[config.mk]
export PLATFORM = sky130hd
export DESIGN_NAME = imem_loader
export DESIGN_NICKNAME = d
export VERILOG_FILES = /design/src/rtl/imem_loader.sv
export SDC_FILE = /design/constraint.sdc
export NUM_CORES = 1
export LEC_CHECK = 0
export BUFFER_PORTS_ARGS = -buffer_cell sky130_fd_sc_hd__buf_2
export CAP_MARGIN = 20
export CORE_MARGIN = 2
export CORE_UTILIZATION = 26
export CTS_CLUSTER_DIAMETER = 60
export DETAILED_ROUTE_END_ITERATION = 10
export GPL_TIMING_DRIVEN = 0
export HOLD_SLACK_MARGIN = 0.06
export SYNTH_ARGS = -nofsm -noshare
export SYNTH_HDL_FRONTEND = slang
export SYNTH_SLANG_ARGS = --single-unit
[constraint.sdc]
create_clock -name clk -period 2.6 [get_ports clk]
set_input_delay 0.26 -clock clk [delete_from_list [all_inputs] [get_ports clk]]
set_output_delay 0.26 -clock clk [all_outputs]
set_load 0.05 [all_outputs]
[src/rtl/imem_loader.sv]
// imem_loader: byte-stream program loader that packs little-endian bytes into
// 32-bit words and writes them to instruction memory from address 0 upward,
// holding the core off fetch while the load is in progress.
module imem_loader #(
    parameter int unsigned ADDR_W = 8,
    parameter int unsigned DEPTH  = 256
) (
    input  logic              clk,
    input  logic              rst,
    input  logic              start,
    input  logic [ADDR_W:0]   len_words,
    input  logic              abort,
    input  logic [7:0]        byte_in,
    input  logic              byte_valid,
    output logic              byte_ready,
    output logic              mem_we,
    output logic [ADDR_W-1:0] mem_addr,
    output logic [31:0]       mem_wdata,
    output logic              core_hold,
    output logic              busy,
    output logic              done,
    output logic              error,
    output logic [ADDR_W:0]   words_loaded
);

    localparam int unsigned LEN_W  = ADDR_W + 1;
    localparam int unsigned BUF_W  = 24;

    typedef enum logic [1:0] {
        S_IDLE,
        S_LOAD,
        S_WRITE,
        S_DONE
    } state_t;

    state_t              state_q, state_d;
    logic [LEN_W-1:0]    len_q, len_d;
    logic [1:0]          idx_q, idx_d;
    logic [BUF_W-1:0]    buf_q, buf_d;

    logic                byte_ready_d;
    logic                mem_we_d;
    logic [ADDR_W-1:0]   mem_addr_d;
    logic [31:0]         mem_wdata_d;
    logic                core_hold_d;
    logic                busy_d;
    logic                done_d;
    logic                error_d;
    logic [LEN_W-1:0]    words_loaded_d;

    logic                accept_c;
    logic                len_bad_c;

    // A byte transfers only while the registered ready is high.
    assign accept_c  = byte_valid && byte_ready;
    assign len_bad_c = (len_words == LEN_W'(0)) || (len_words > LEN_W'(DEPTH));

    // Next-state and next-output logic; every output is registered from here.
    always_comb begin
        state_d        = state_q;
        len_d          = len_q;
        idx_d          = idx_q;
        buf_d          = buf_q;
        mem_addr_d     = mem_addr;
        mem_wdata_d    = mem_wdata;
        error_d        = error;
        words_loaded_d = words_loaded;

        case (state_q)
            S_IDLE, S_DONE: begin
                if (start) begin
                    if (len_bad_c) begin
                        error_d = 1'b1;
                    end else begin
                        len_d          = len_words;
                        error_d        = 1'b0;
                        words_loaded_d = '0;
                        idx_d          = '0;
                        buf_d          = '0;
                        state_d        = S_LOAD;
                    end
                end
            end
            S_LOAD: begin
                if (abort) begin
                    idx_d   = '0;
                    buf_d   = '0;
                    state_d = S_IDLE;
                end else if (accept_c) begin
                    if (idx_q == 2'd3) begin
                        // Final byte lands in [31:24]; earlier bytes were shifted down into place.
                        mem_wdata_d = {byte_in, buf_q};
                        mem_addr_d  = words_loaded[ADDR_W-1:0];
                        idx_d       = '0;
                        buf_d       = '0;
                        state_d     = S_WRITE;
                    end else begin
                        buf_d = {byte_in, buf_q[BUF_W-1:8]};
                        idx_d = idx_q + 2'd1;
                    end
                end
            end
            S_WRITE: begin
                // The write strobe for this cycle is already committed; abort only suppresses the count.
                if (abort) begin
                    idx_d   = '0;
                    buf_d   = '0;
                    state_d = S_IDLE;
                end else begin
                    words_loaded_d = words_loaded + LEN_W'(1);
                    state_d        = (words_loaded_d == len_q) ? S_DONE : S_LOAD;
                end
            end
            default: begin
                state_d = S_IDLE;
            end
        endcase

        byte_ready_d = (state_d == S_LOAD);
        mem_we_d     = (state_d == S_WRITE);
        core_hold_d  = (state_d == S_LOAD) || (state_d == S_WRITE);
        busy_d       = core_hold_d;
        done_d       = (state_d == S_DONE);
    end

    // State and output registers.
    always_ff @(posedge clk or negedge rst) begin
        if (!rst) begin
            state_q      <= S_IDLE;
            len_q        <= '0;
            idx_q        <= '0;
            buf_q        <= '0;
            byte_ready   <= 1'b0;
            mem_we       <= 1'b0;
            mem_addr     <= '0;
            mem_wdata    <= '0;
            core_hold    <= 1'b0;
            busy         <= 1'b0;
            done         <= 1'b0;
            error        <= 1'b0;
            words_loaded <= '0;
        end else begin
            state_q      <= state_d;
            len_q        <= len_d;
            idx_q        <= idx_d;
            buf_q        <= buf_d;
            byte_ready   <= byte_ready_d;
            mem_we       <= mem_we_d;
            mem_addr     <= mem_addr_d;
            mem_wdata    <= mem_wdata_d;
            core_hold    <= core_hold_d;
            busy         <= busy_d;
            done         <= done_d;
            error        <= error_d;
            words_loaded <= words_loaded_d;
        end
    end

endmodule

# Word-level counts from Yosys, hierarchy flattened
# Index checks and enable logic that the tools add are counted.
# classes
addsub	2
bitwise	2
order_cmp	1
reduce_logical	12
muxes	27
n_eq_ne	13
# ops
cell	count
$mux W24	6
$pmux W24 S3	1
$mux W9	3
$mux W2	13
$pmux W9 S2	1
$pmux W2 S3	2
$reduce_and A4 Y1	3
$eq A2 B2 Y1 const B	5
$add A9 B1 Y9 const B	1
$eq A9 B9 Y1	1
$gt A9 B9 Y1 const B	1
$logic_not A9 Y1	1
$ne A2 B2 Y1 const B	4
$eq A2 B1 Y1 const B	2
$ne A3 B3 Y1 const B	1
$reduce_and A3 Y1	1
$add A2 B1 Y2 const B	1
$logic_not A2 Y1	1
$logic_or A1 B1 Y1	2
$not A1 Y1	2
$reduce_and A2 Y1	1
$reduce_bool A2 Y1	1
$reduce_or A2 Y1	1
$logic_and A1 B1 Y1	1
$mux W1	1
# totals
input_bits	22
reg_bits	91
out_inout_bits	55
wordCells	69

# Depth between registers and ports, before layout
# Gate-level depths: netlist of run 1.
# depth
depth_word	7
depth_mapped	11
mapped_depth_nobuf	9

# Least setup slack after synthesis of run 1
# OpenSTA, ideal clock, no wires.
# synth_timing
kind	flip-flop to flip-flop
from	reg words_loaded[6]
to	reg busy
period_less_slack_ps	2478
setup_ps	113
path_buffers	1
path_stages_with_launch	9
arrival_time_ps	2365
required_time_ps	2487
slack_ps	122
cell_sequence	dfrtp_1 > buf_6 > xor2_1 > mux2_4 > o32a_1 > nor4_2 > a31oi_1 > ha_1 > inv_1
# synth_via
elab_chain_len	7
word_cells_on_any_way	8
cone_classes	1 x add/sub; 3 x eq/ne; 3 x mux; 1 x reduce/logical
# synth_lines
item	line_no	rtl
from (decl)	23	output logic [ADDR_W:0] words_loaded
from (signal assigned)	155	words_loaded <= words_loaded_d;
$add A9 B1 Y9 *	110	words_loaded_d = words_loaded + LEN_W'(1);
$eq A9 B9 Y1 *	111	state_d = (words_loaded_d == len_q) ? S_DONE : S_LOAD;
$mux W2 *	111	
$mux W2 *	105	if (abort) begin
$pmux W2 S3 *	69	case (state_q)
$eq A2 B1 Y1 or $eq A2 B2 Y1 (tied branches)	121	core_hold_d = (state_d == S_LOAD) || (state_d == S_WRITE);
$logic_or A1 B1 Y1 *	121	
named net busy_d	46	logic busy_d;
to (signal assigned)	152	busy <= busy_d;
to (decl)	20	output logic busy,
# The timed path passes the listed nets; every way through them passes the cells marked *.
# A chain may end at the register's enable or synchronous reset.

# Worst setup path after layout of run 1
# Same ends and word-level chain as after synthesis.

==> results of run 1 <==
## registers in the layout, summed over array words and instances (netlist names)
name          count
busy              1
mem_wdata        32
mem_we            1
done              1
buf_q            24
byte_ready        1
state_q           2
len_q             9
idx_q             2
mem_addr          8
error             1
words_loaded      9
## final cells by class
| class | count | area (sq um) |
|---|---|---|
| Clock inverter | 5 | 62.6 |
| Timing Repair Buffer | 78 | 420 |
| Buffer | 24 | 134 |
| Fill cell | 1616 | 10700 |
| Tap cell | 216 | 270 |
| Multi-Input combinational cell | 253 | 1730 |
| Inverter | 32 | 120 |
| Sequential cell | 91 | 2280 |
| Clock buffer | 10 | 229 |
## how the worst max path moves through the flow
stage | from | depth (start not counted) | to | slack, ns
2_1_floorplan | words_loaded[6] | 8 | busy | 0.12
3_3_place_gp | state_q[0] | 9 | mem_we | 0.13
3_5_place_dp | state_q[0] | 9 | mem_we | 0.09
4_1_cts | state_q[0] | 9 | mem_we | 0.06
5_1_grt | state_q[0] | 8 | mem_we | 0.02
6_report | words_loaded[6] | 8 | busy | 0.12
## cells in the final DEF (no fill, tap or decap), drive strengths merged, types with 2 or more instances in the layout
| master | instances |
|---|---|
| nor4b | 2 |
| a21boi | 2 |
| mux2 | 26 |
| clkbuf | 21 |
| inv | 34 |
| and3 | 5 |
| or3 | 2 |
| dfrtp | 91 |
| nand2 | 62 |
| nor3 | 5 |
| nand4 | 2 |
| a21oi | 11 |
| o211ai | 2 |
| o22ai | 2 |
| o21ai | 27 |
| ha | 7 |
| nor4 | 4 |
| xnor2 | 5 |
| a211o | 5 |
| nand2b | 5 |
| buf | 90 |
| a31o | 2 |
| a2bb2oi | 2 |
| nor2 | 15 |
| nand3 | 9 |
| mux2i | 25 |
| xor2 | 6 |
| nand4b | 2 |
| a31oi | 3 |
| nor2b | 3 |
## worst reg2reg max path, cell delays in order (launching register included)
cell,delay [ns]
dfrtp_1,0.40
buf_6,0.15
xor2_1,0.24
mux2_4,0.32
o32a_1,0.34
nor4_2,0.43
a31oi_1,0.16
ha_1,0.30
inv_1,0.04
## metrics by stage
step	cell area (sq um)	instances	util (%)	setup WS, ns
floorplan	4270	401	-	0.122
CTS	5250	710	32.9	0.0643
global placement	4920	693	30.9	0.133
finish	5250	709	32.9	0.117
detailed placement	4950	694	31.0	0.0902
global route	5250	709	32.9	0.0211
## cell families (layout without fill, tap and decap cells)
| family | Yosys count | in the layout | synth area share [%] |
|---|---|---|---|
| simple gates | 123 | 123 | 14.5 |
| compound gates | 61 | 61 | 8.97 |
| buf+inv | 57 | 149 | 6.04 |
| mux | 51 | 51 | 12.8 |
| fa+ha+maj | 7 | 7 | 2.05 |
| flops | 91 | 91 | 53.4 |
| xor+xnor | 11 | 11 | 2.26 |
## per-layer routing
layer | global-route usage, % | up-vias | wire length (um)
met5 | 0 | - | 0
met4 | 4.47 | 0 | 160
met3 | 3.34 | 13 | 494
met2 | 18.9 | 70 | 4710
met1 | 16.1 | 1567 | 4800
li1 | - | 1535 | -
## synthesized netlist by cell type, types with 7 or more instances
library cell / n / area share [%]
clkbuf_1: 12 / 1.1
nand2_1: 62 / 5.5
nor2_1: 15 / 1.3
ha_1: 7 / 2.1
inv_1: 32 / 2.8
dfrtp_1: 91 / 53
mux2i_1: 25 / 5.9
a21oi_1: 11 / 1.3
mux2_2: 25 / 6.6
buf_2: 8 / 0.94
nand3_1: 9 / 1.1
o21ai_0: 27 / 3.2
## what timing repair did
action | CTS | global route
hold buffers | 1 | 0
gates resized for setup | 0 | 0
hold endpoints to repair | 33 | 0
setup endpoints to repair | 0 | 4
## power by group through the flow
stage               Combinational [mW]  Sequential, mW  Clock (mW)
floorplan                        0.928            2.18           0
global placement                  1.60            1.89           0
detailed placement                1.64            1.89           0
CTS                               1.65            1.87        1.35
global route                      1.78            1.90        1.41
finish                            1.63            1.86        1.33
==> results_dict.tcl, run 1 <==
set metrics [dict create \
    num_rows 46 \
    grt_pass1_wl_mm 16.8 \
    worstReg2RegStart "words_loaded[6]" \
    relSlewSlack_pct 68.2 \
    p_leak_nw 2.60 \
    drt-wirelength-per-cell_um 14.3 \
    drtIter0Drc 165 \
    cts_setup_buffers 0 \
    swShare_pct 37.4 \
    clock_path_buffers 2 \
    start_util_pct 26.8 \
    drt-pass1-iter-count 4 \
    synth_cell_types 50 \
    min_from "byte_in[3]" \
    ys_seq_elements 91 \
    fin_crit_ns 2.48 \
    min_to "mem_wdata[27]" \
    arrival_ns 2.72 \
    detailed_place_hpwl_mm 7.46 \
    post-route-drc-count 0 \
    wl_mm 10.2 \
    synth_seq_area_share_pct 53.4 \
    period_share_pct 95.5 \
    min_path_cells 2 \
    critPathMaxFanout 8 \
    fin_nets 518 \
    netlist_area_sq_um 4270 \
    gp_congestion 0.822 \
    clk_pin_slew_worst_paths_ns 0.07 \
    power_density_nw_per_um2 919 \
    dieArea_sq_um 17500 \
    num_io_pins 77 \
    synth_nets 430 \
    critPathTopFamily "compound AO/OA/AOI/OAI gates" \
    layout-drive-gt1-share_pct 28.4 \
    finalSetupViolations 0 \
    comb_power_share_pct 33.8 \
    tightest_slew_ns 0.473 \
    cts_tree "built" \
    die_x_um 132 \
    postSynth.asyncResetShare_pct 100 \
    hold_path_class "primary input to register" \
    irDropWorstVdd_mv 0.319 \
    drv_cap 0 \
    r2r_slack_ns 0.12 \
    finalHoldViolations 0 \
    root_buffer "clkbuf_16" \
    synth_warnings 0 \
    intPower_mw 3.02 \
    critPathRequiredTime_ns 2.84 \
    rsz0062_at_grt "no" \
    worstPathBufferInverterCount 2 \
    vias_per_cell 4.49 \
    grt_max_degree 59 \
    maxSlewViolCount 0 \
    cts.htree.levels 3 \
    coreArea_sq_um 15900 \
    fp.dieH_um 132 \
    syn2layout_area_growth_pct 22.9 \
    r2r_cells 8 \
    numCtsBuffers 9 \
    start_kind "register" \
    cp_cell_sequence "buf_6, xor2_1, mux2_4, o32a_1, nor4_2, a31oi_1, ha_1, inv_1" \
    grt_antenna_before_repair 0 \
    grt-ovfl-total 0 \
    status "complete, no violations" \
    clk_latency_ns 0.35 \
    critPathMaxStageDelay_ns 0.43 \
    finClkSkew_ns 0.00871 \
    cts.sinks 91 \
    switchingPower_mw 1.80 \
    port-buffer-count 76 \
    critPathKind "register to register" \
    via_count 3185 \
    slowest_stage "nor4_2" \
    max_freq_mhz 403 \
    ant_nets 0 \
    syn_area_per_cell_sq_um 10.6 \
    track_usage_pct 12.1 \
    n_antenna_cell 0 \
    grt_pass1_vias 3169 \
    clkPwrFrac_pct 27.5 \
    sequentialPowerShare_pct 38.7 \
    synth-edff-count 0 \
    endpoint_kind "register" \
    fin_hold_ws_ns 0.157 \
    fin_tns_setup_ns 0 \
    total_power_mw 4.82 \
    synth_ff_type "dfrtp_1" \
    r2r-end "busy" \
    syn-instance-count 401 \
]
(Power assumes the default switching activity.)
==> run 2, diff against run 1 <==
Settings changed: ABC_AREA from default to 1, CORE_UTILIZATION 26 to 52, PLACE_DENSITY from default to 0.75.
==> run 2 against run 1 <==
Setup slack gained 0.39 ns. Core utilization up 30 points. Global-route usage increased by 9.0 points. Synthesized cell count up 3.5%. Sequential cell count is the same. Design area is 7.4% lower. Maximum frequency is 19% higher. Total power decreased by 21%. Via count shrank 3.7%. Critical endpoint unchanged. Largest cell class unchanged. Largest power group unchanged. Highest routed layer unchanged.
==> results_dict.tcl, run 2 <==
set metrics [dict create \
    worstReg2RegStart "words_loaded[0]" \
    synth.top_cells.by_area "dfrtp_1 (55%), nand2_1 (11%), mux2_2 (9.0%)" \
    cts.repair.resized 0 \
    num-fill-cells 658 \
    reg.largest.list "mem_wdata x32, buf_q x24" \
    start_util_pct 53.5 \
    grt_antenna_before_repair 0 \
    synth.top_cells.by_count "nand2_1 (123), dfrtp_1 (91), inv_1 (41)" \
    setup.worst_path.end "busy" \
    critPathMaxFanout 8 \
    cp_cell_sequence "ha_1, nand3_1, inv_1, nand2_1, nand2_1, nand2_1, nor2_1, nor2_1, nand3_1, nand2_1, a21oi_1, ha_1, inv_1" \
    num_rows 32 \
    grt_max_degree 67 \
    relSlewSlack_pct 70.7 \
    irDropWorstVdd_mv 0.573 \
    fin_crit_ns 2.09 \
    tightest_slew_ns 0.439 \
    finalHoldViolations 0 \
    setup_ws_ns 0.510 \
    fp.dieH_um 92.9 \
    post-route-drc-count 0 \
    fin_tns_setup_ns 0 \
    min_from "byte_in[4]" \
    die_x_um 92.9 \
    finalSetupViolations 0 \
    finClkSkew_ns 0.00869 \
    postSynth.asyncResetShare_pct 100 \
    post-place-ws_ns 0.535 \
    cp.depth 13 \
    postLayoutCoreUtil_pct 63.2 \
    max_freq_mhz 478 \
    synth_ff_type "dfrtp_1" \
    final_cell_mix "nand2_1 (123), dfrtp_1 (91), buf_2 (78), inv_1 (41), mux2_2 (33)" \
    fin_nets 533 \
    synth_warnings 0 \
    clk_latency_ns 0.37 \
    grt_pass1_vias 3022 \
    detailed_place_hpwl_mm 6.03 \
    r2r-end "busy" \
    crit_top_cell "nand2_1" \
    netlist_area_sq_um 4110 \
    drt-wirelength-per-cell_um 13.4 \
    worstPathBufferInverterCount 2 \
    startpoint "words_loaded[0]" \
    critPathKind "register to register" \
    rsz0062_at_grt "no" \
    yosys.area.top_type "dfrtp_1" \
    synth_cell_types 24 \
    r2r_cells 13 \
    syn_area_per_cell_sq_um 9.91 \
    final_common_cell "nand2_1" \
    gp_congestion 0.852 \
    r2r_slack_ns 0.51 \
    drtIter0Drc 161 \
    clock_path_buffers 2 \
    power_density_nw_per_um2 781 \
    period_share_pct 80.4 \
    port-buffer-count 76 \
    cts.htree.levels 3 \
    grt_pass1_wl_mm 14.3 \
    n_antenna_cell 0 \
    track_usage_pct 21.1 \
    multiInputGateArea_sq_um 1560 \
    endpoint_kind "register" \
    dieArea_sq_um 8640 \
    syn-instance-count 415 \
    via_count 3068 \
    synth.most_common_cell "nand2_1" \
    synth_top_area_share_pct 55.4 \
    synth-edff-count 0 \
    layout-drive-gt1-share_pct 33.0 \
    largest-register "mem_wdata" \
    slowest_stage "dfrtp_1" \
    p_leak_nw 2.63 \
    numCtsBuffers 9 \
    cts.sinks 91 \
    drt-pass1-iter-count 4 \
    ys_seq_elements 91 \
    drv_cap 0 \
    synth_nets 444 \
    root_buffer "clkbuf_8" \
    start_kind "register" \
    cts_tree "built" \
    critPathRequiredTime_ns 2.91 \
    largest_reg_flops 32 \
    ant_nets 0 \
    status "complete, no violations" \
    wl_mm 8.18 \
    ff_latch_area_sq_um 2280 \
    clk_pin_slew_worst_paths_ns 0.10 \
    critPathTopFamily "simple AND/OR/NAND/NOR gates" \
    grt-ovfl-total 0 \
    critPathMaxStageDelay_ns 0.50 \
    synth_seq_area_share_pct 55.4 \
    vias_per_cell 5.02 \
    num_io_pins 77 \
    arrival_ns 2.40 \
    maxSlewViolCount 0 \
    syn2layout_area_growth_pct 18.2 \
    coreArea_sq_um 7690 \
    hold_path_class "primary input to register" \
    fin_hold_ws_ns 0.139 \
]
==> run 2: cell count changes after synthesis, moves of 8 or more <==
cell and change:
nand2_1 +61, mux2i_1 -25, o21ai_2 +25, clkbuf_1 -10, nand3_1 +10, inv_1 +9
a21oi_1 -8, mux2_2 +8
==> run 2: area by class of cell <==
class / instances / area share, %
Inverter: 41 / 3.17
Sequential cell: 91 / 46.9
Clock inverter: 7 / 1.54
Buffer: 14 / 2.47
Tap cell: 102 / 2.63
Clock buffer: 9 / 2.55
Multi-Input combinational cell: 269 / 32.1
Timing Repair Buffer: 78 / 8.65
==> run 2: worst min path at each step <==
stage / endpoint / slack (ns) / cells after the start
finish: mem_wdata[28] / 0.14 / 2
CTS: mem_wdata[31] / 0.13 / 2
detailed placement: mem_wdata[5] / 0.19 / 1
floorplan: buf_q[0] / -0.04 / 0
global route: mem_wdata[30] / 0.13 / 2
global placement: mem_addr[4] / 0.46 / 2
==> run 2: worst reg2reg max path, cell delays in order (launching register included) <==
cell	delay, ns
dfrtp_1	0.50
ha_1	0.24
nand3_1	0.14
inv_1	0.17
nand2_1	0.10
nand2_1	0.07
nand2_1	0.06
nor2_1	0.08
nor2_1	0.06
nand3_1	0.10
nand2_1	0.08
a21oi_1	0.15
ha_1	0.25
inv_1	0.05
==> run 2: repair_timing <==
action                                 4_1_cts  5_1_grt
endpoints found under the hold margin       25        0
setup buffers                                0        0
hold buffers                                 1        0
==> run 2: cells by family after synthesis <==
group,after synthesis,synth area share [%]
AOI/OAI and AO/OA,60,9.77
adders and majority gates,7,2.13
buffers and inverters,55,6.66
DFF,91,55.4
muxes,33,9.04
and+or+nand+nor,169,17.0
==> run 2: routing by layer <==
metal | up-vias | GRT usage [%] | part of all wire [%]
met1 | 1455 | 27.2 | 43
met4 | 0 | 8.70 | 1.5
met5 | - | 0 | 0
li1 | 1530 | - | -
met3 | 12 | 3.99 | 3.7
met2 | 71 | 35.1 | 52
==> run 2: per-stage QoR <==
step	power (mW)	std cells	instance area, sq um
floorplan	2.56	415	4110
global placement	2.81	593	4620
detailed placement	2.85	594	4650
CTS	3.83	611	4860
global route	4.03	611	4860
finish	3.79	611	4860
==> run 2: report_power, final <==
group / switching [mW] / internal (mW)
logic: 0.716 / 0.344
registers: 0.146 / 1.61
clock network: 0.525 / 0.453
==> run 3, diff against run 2 <==
Settings changed: CORE_UTILIZATION 52 to 50, PLACE_DENSITY 0.75 to 0.76.
Clock period 2.6 ns to 1.7 ns, I/O delays scaled along.
==> run 3 against run 2 <==
The flow now finishes with violations (negative setup slack). Core utilization is 0.34 points higher. Sequential power increased by 54%. Clock skew about the same. Highest routed layer unchanged.
==> results_dict.tcl, run 3 (synthesized netlist as in run 2, its figures left out) <==
set metrics [dict create \
    final_cell_mix "nand2_1 (120), dfrtp_1 (85), buf_2 (77), inv_1 (38), mux2_2 (33)" \
    finClkSkew_ns 0.00853 \
    crit_top_cell "nor2_1" \
    num_rows 33 \
    post-route-drc-count 0 \
    clk_pin_slew_worst_paths_ns 0.10 \
    start_util_pct 50.8 \
    period_share_pct 113 \
    via_count 3189 \
    cts_tree "built" \
    slowest_stage "dfrtp_2" \
    ant_nets 0 \
    gp_congestion 0.892 \
    detailed_place_hpwl_mm 6.14 \
    drt-wirelength-per-cell_um 13.5 \
    dp.cells 597 \
    track_usage_pct 20.2 \
    p_leak_nw 2.72 \
    num_io_pins 77 \
    dieArea_sq_um 8970 \
    fin_crit_ns 1.92 \
    min_path_cells 3 \
    die_x_um 94.7 \
    coreArea_sq_um 8090 \
    place_area_sq_um 4690 \
    n_antenna_cell 0 \
    arrival_ns 2.19 \
    fin_nets 554 \
    grt_pass1_vias 3039 \
    cts.htree.levels 3 \
    critPathKind "register to register" \
    vias_per_cell 5.02 \
    maxSlewViolCount 0 \
    layout-drive-gt1-share_pct 37.0 \
    drtIter0Drc 89 \
    wl_mm 8.55 \
    final_common_cell "nand2_1" \
    root_buffer "clkbuf_8" \
    setup_ws_ns -0.216 \
    syn2layout_area_growth_pct 25.1 \
    num-fill-cells 684 \
    tightest_slew_ns 0.616 \
    critPathMaxFanout 4 \
    max_freq_mhz 522 \
    power_density_nw_per_um2 1130 \
    finalHoldViolations 0 \
    drt-pass1-iter-count 4 \
    port-buffer-count 76 \
    worstReg2RegStart "words_loaded[1]" \
    grt_max_degree 47 \
    min_from "len_words[7]" \
    grt_pass1_wl_mm 13.9 \
    drv_cap 0 \
    startpoint "words_loaded[1]" \
    clk_latency_ns 0.37 \
    largest-register "mem_wdata" \
    final_cell_count_no_fill 635 \
    relSlewSlack_pct 59.0 \
    finalSetupViolations 26 \
    design_area_sq_um 5140 \
    reg.largest.list "mem_wdata x32, buf_q x24" \
    cts.sinks 91 \
    r2r_cells 13 \
    hold_path_class "primary input to register" \
    cp_cell_sequence "ha_4, inv_2, nor2_1, nor2_1, nand3_1, nor2_1, nand3_1, nor2_1, nand3_1, nand2_2, a21oi_2, ha_1, inv_1" \
    endpoint_kind "register" \
    clock_path_buffers 2 \
    rsz0062_at_grt "yes" \
    status "finished with violations" \
    irDropWorstVdd_mv 0.599 \
    grt-ovfl-total 0 \
    violations "negative setup slack" \
    largest_reg_flops 32 \
    grt_antenna_before_repair 0 \
    start_kind "register" \
    fp.dieH_um 94.7 \
    critPathMaxStageDelay_ns 0.46 \
    numCtsBuffers 9 \
    critPathRequiredTime_ns 1.97 \
]
-- run 3: cell types whose count changed in the layout (fill, tap and decap cells not counted), sizes merged --
cell / previous run / this run
buf: 89 / 96
inv: 44 / 45
dlygate4sd3: 1 / 15
bufinv: 1 / 0
-- run 3: worst paths after layout --
path / slack [ns] / end
min reg2reg: 0.49 / idx_q[0]
min: 0.08 / len_q[7]
max: -0.22 / busy
min in group asynchronous: 0.35 / mem_wdata[6]
max in group asynchronous: 0.72 / done
max reg2reg: -0.22 / busy
-- run 3: timing repair --
action	CTS	global route
pin swaps	3	5
endpoints found under the hold margin	64	0
setup endpoints to repair	44	80
hold buffers	15	0
cloned	0	1
resized for setup	9	13
buffers inserted	5	1
-- run 3: per-stage QoR --
step / hold WS (ns) / total power [mW] / TNS (ns) / setup WS (ns) / utilization (%)
final: 0.0789 / 5.81 / -0.975 / -0.216 / 63.6
after global routing: 0.0913 / 6.16 / -5.65 / -0.325 / 63.6
after CTS: 0.0685 / 5.83 / -0.952 / -0.280 / 63.0
after detailed placement: 0.230 / 4.36 / -4.39 / -0.295 / 57.9
after global placement: 0.427 / 4.29 / -34.71 / -0.514 / 57.5
after floorplan: -0.126 / 3.91 / -0.420 / -0.179 / -
-- run 3: critical path, delay by kind of cell, from the launching register on --
kind,cells,cell delay [ns]
fa+ha+maj,2,0.53
simple gates,8,0.69
flops,1,0.46
compound gates,1,0.05
buf+inv,2,0.10
-- run 3: final cells by class --
cell class                 count  area, sq um  area share, %
timing repair buffer          99          617           12.0
clock buffer                   9          124           2.41
clock inverter                 7         68.8           1.34
buffer                        14          138           2.68
tap                          105          131           2.55
multi-input combinational    269         1630           31.6
inverter                      41          154           2.99
sequential                    91         2280           44.4
-- run 3: where the power goes --
group          internal [mW]  total, mW  switching [mW]
clock                  0.575       1.44           0.862
sequential              2.46       2.69           0.231
combinational          0.565       1.68            1.12
total                   3.60       5.81            2.21
-- run 3: metal layers --
layer / track usage (%) / part of all wire [%]
met1: 24.3 / 42
met4: 6.76 / 1.8
met5: 0 / 0
met2: 35.4 / 52
met3: 4.87 / 4.4
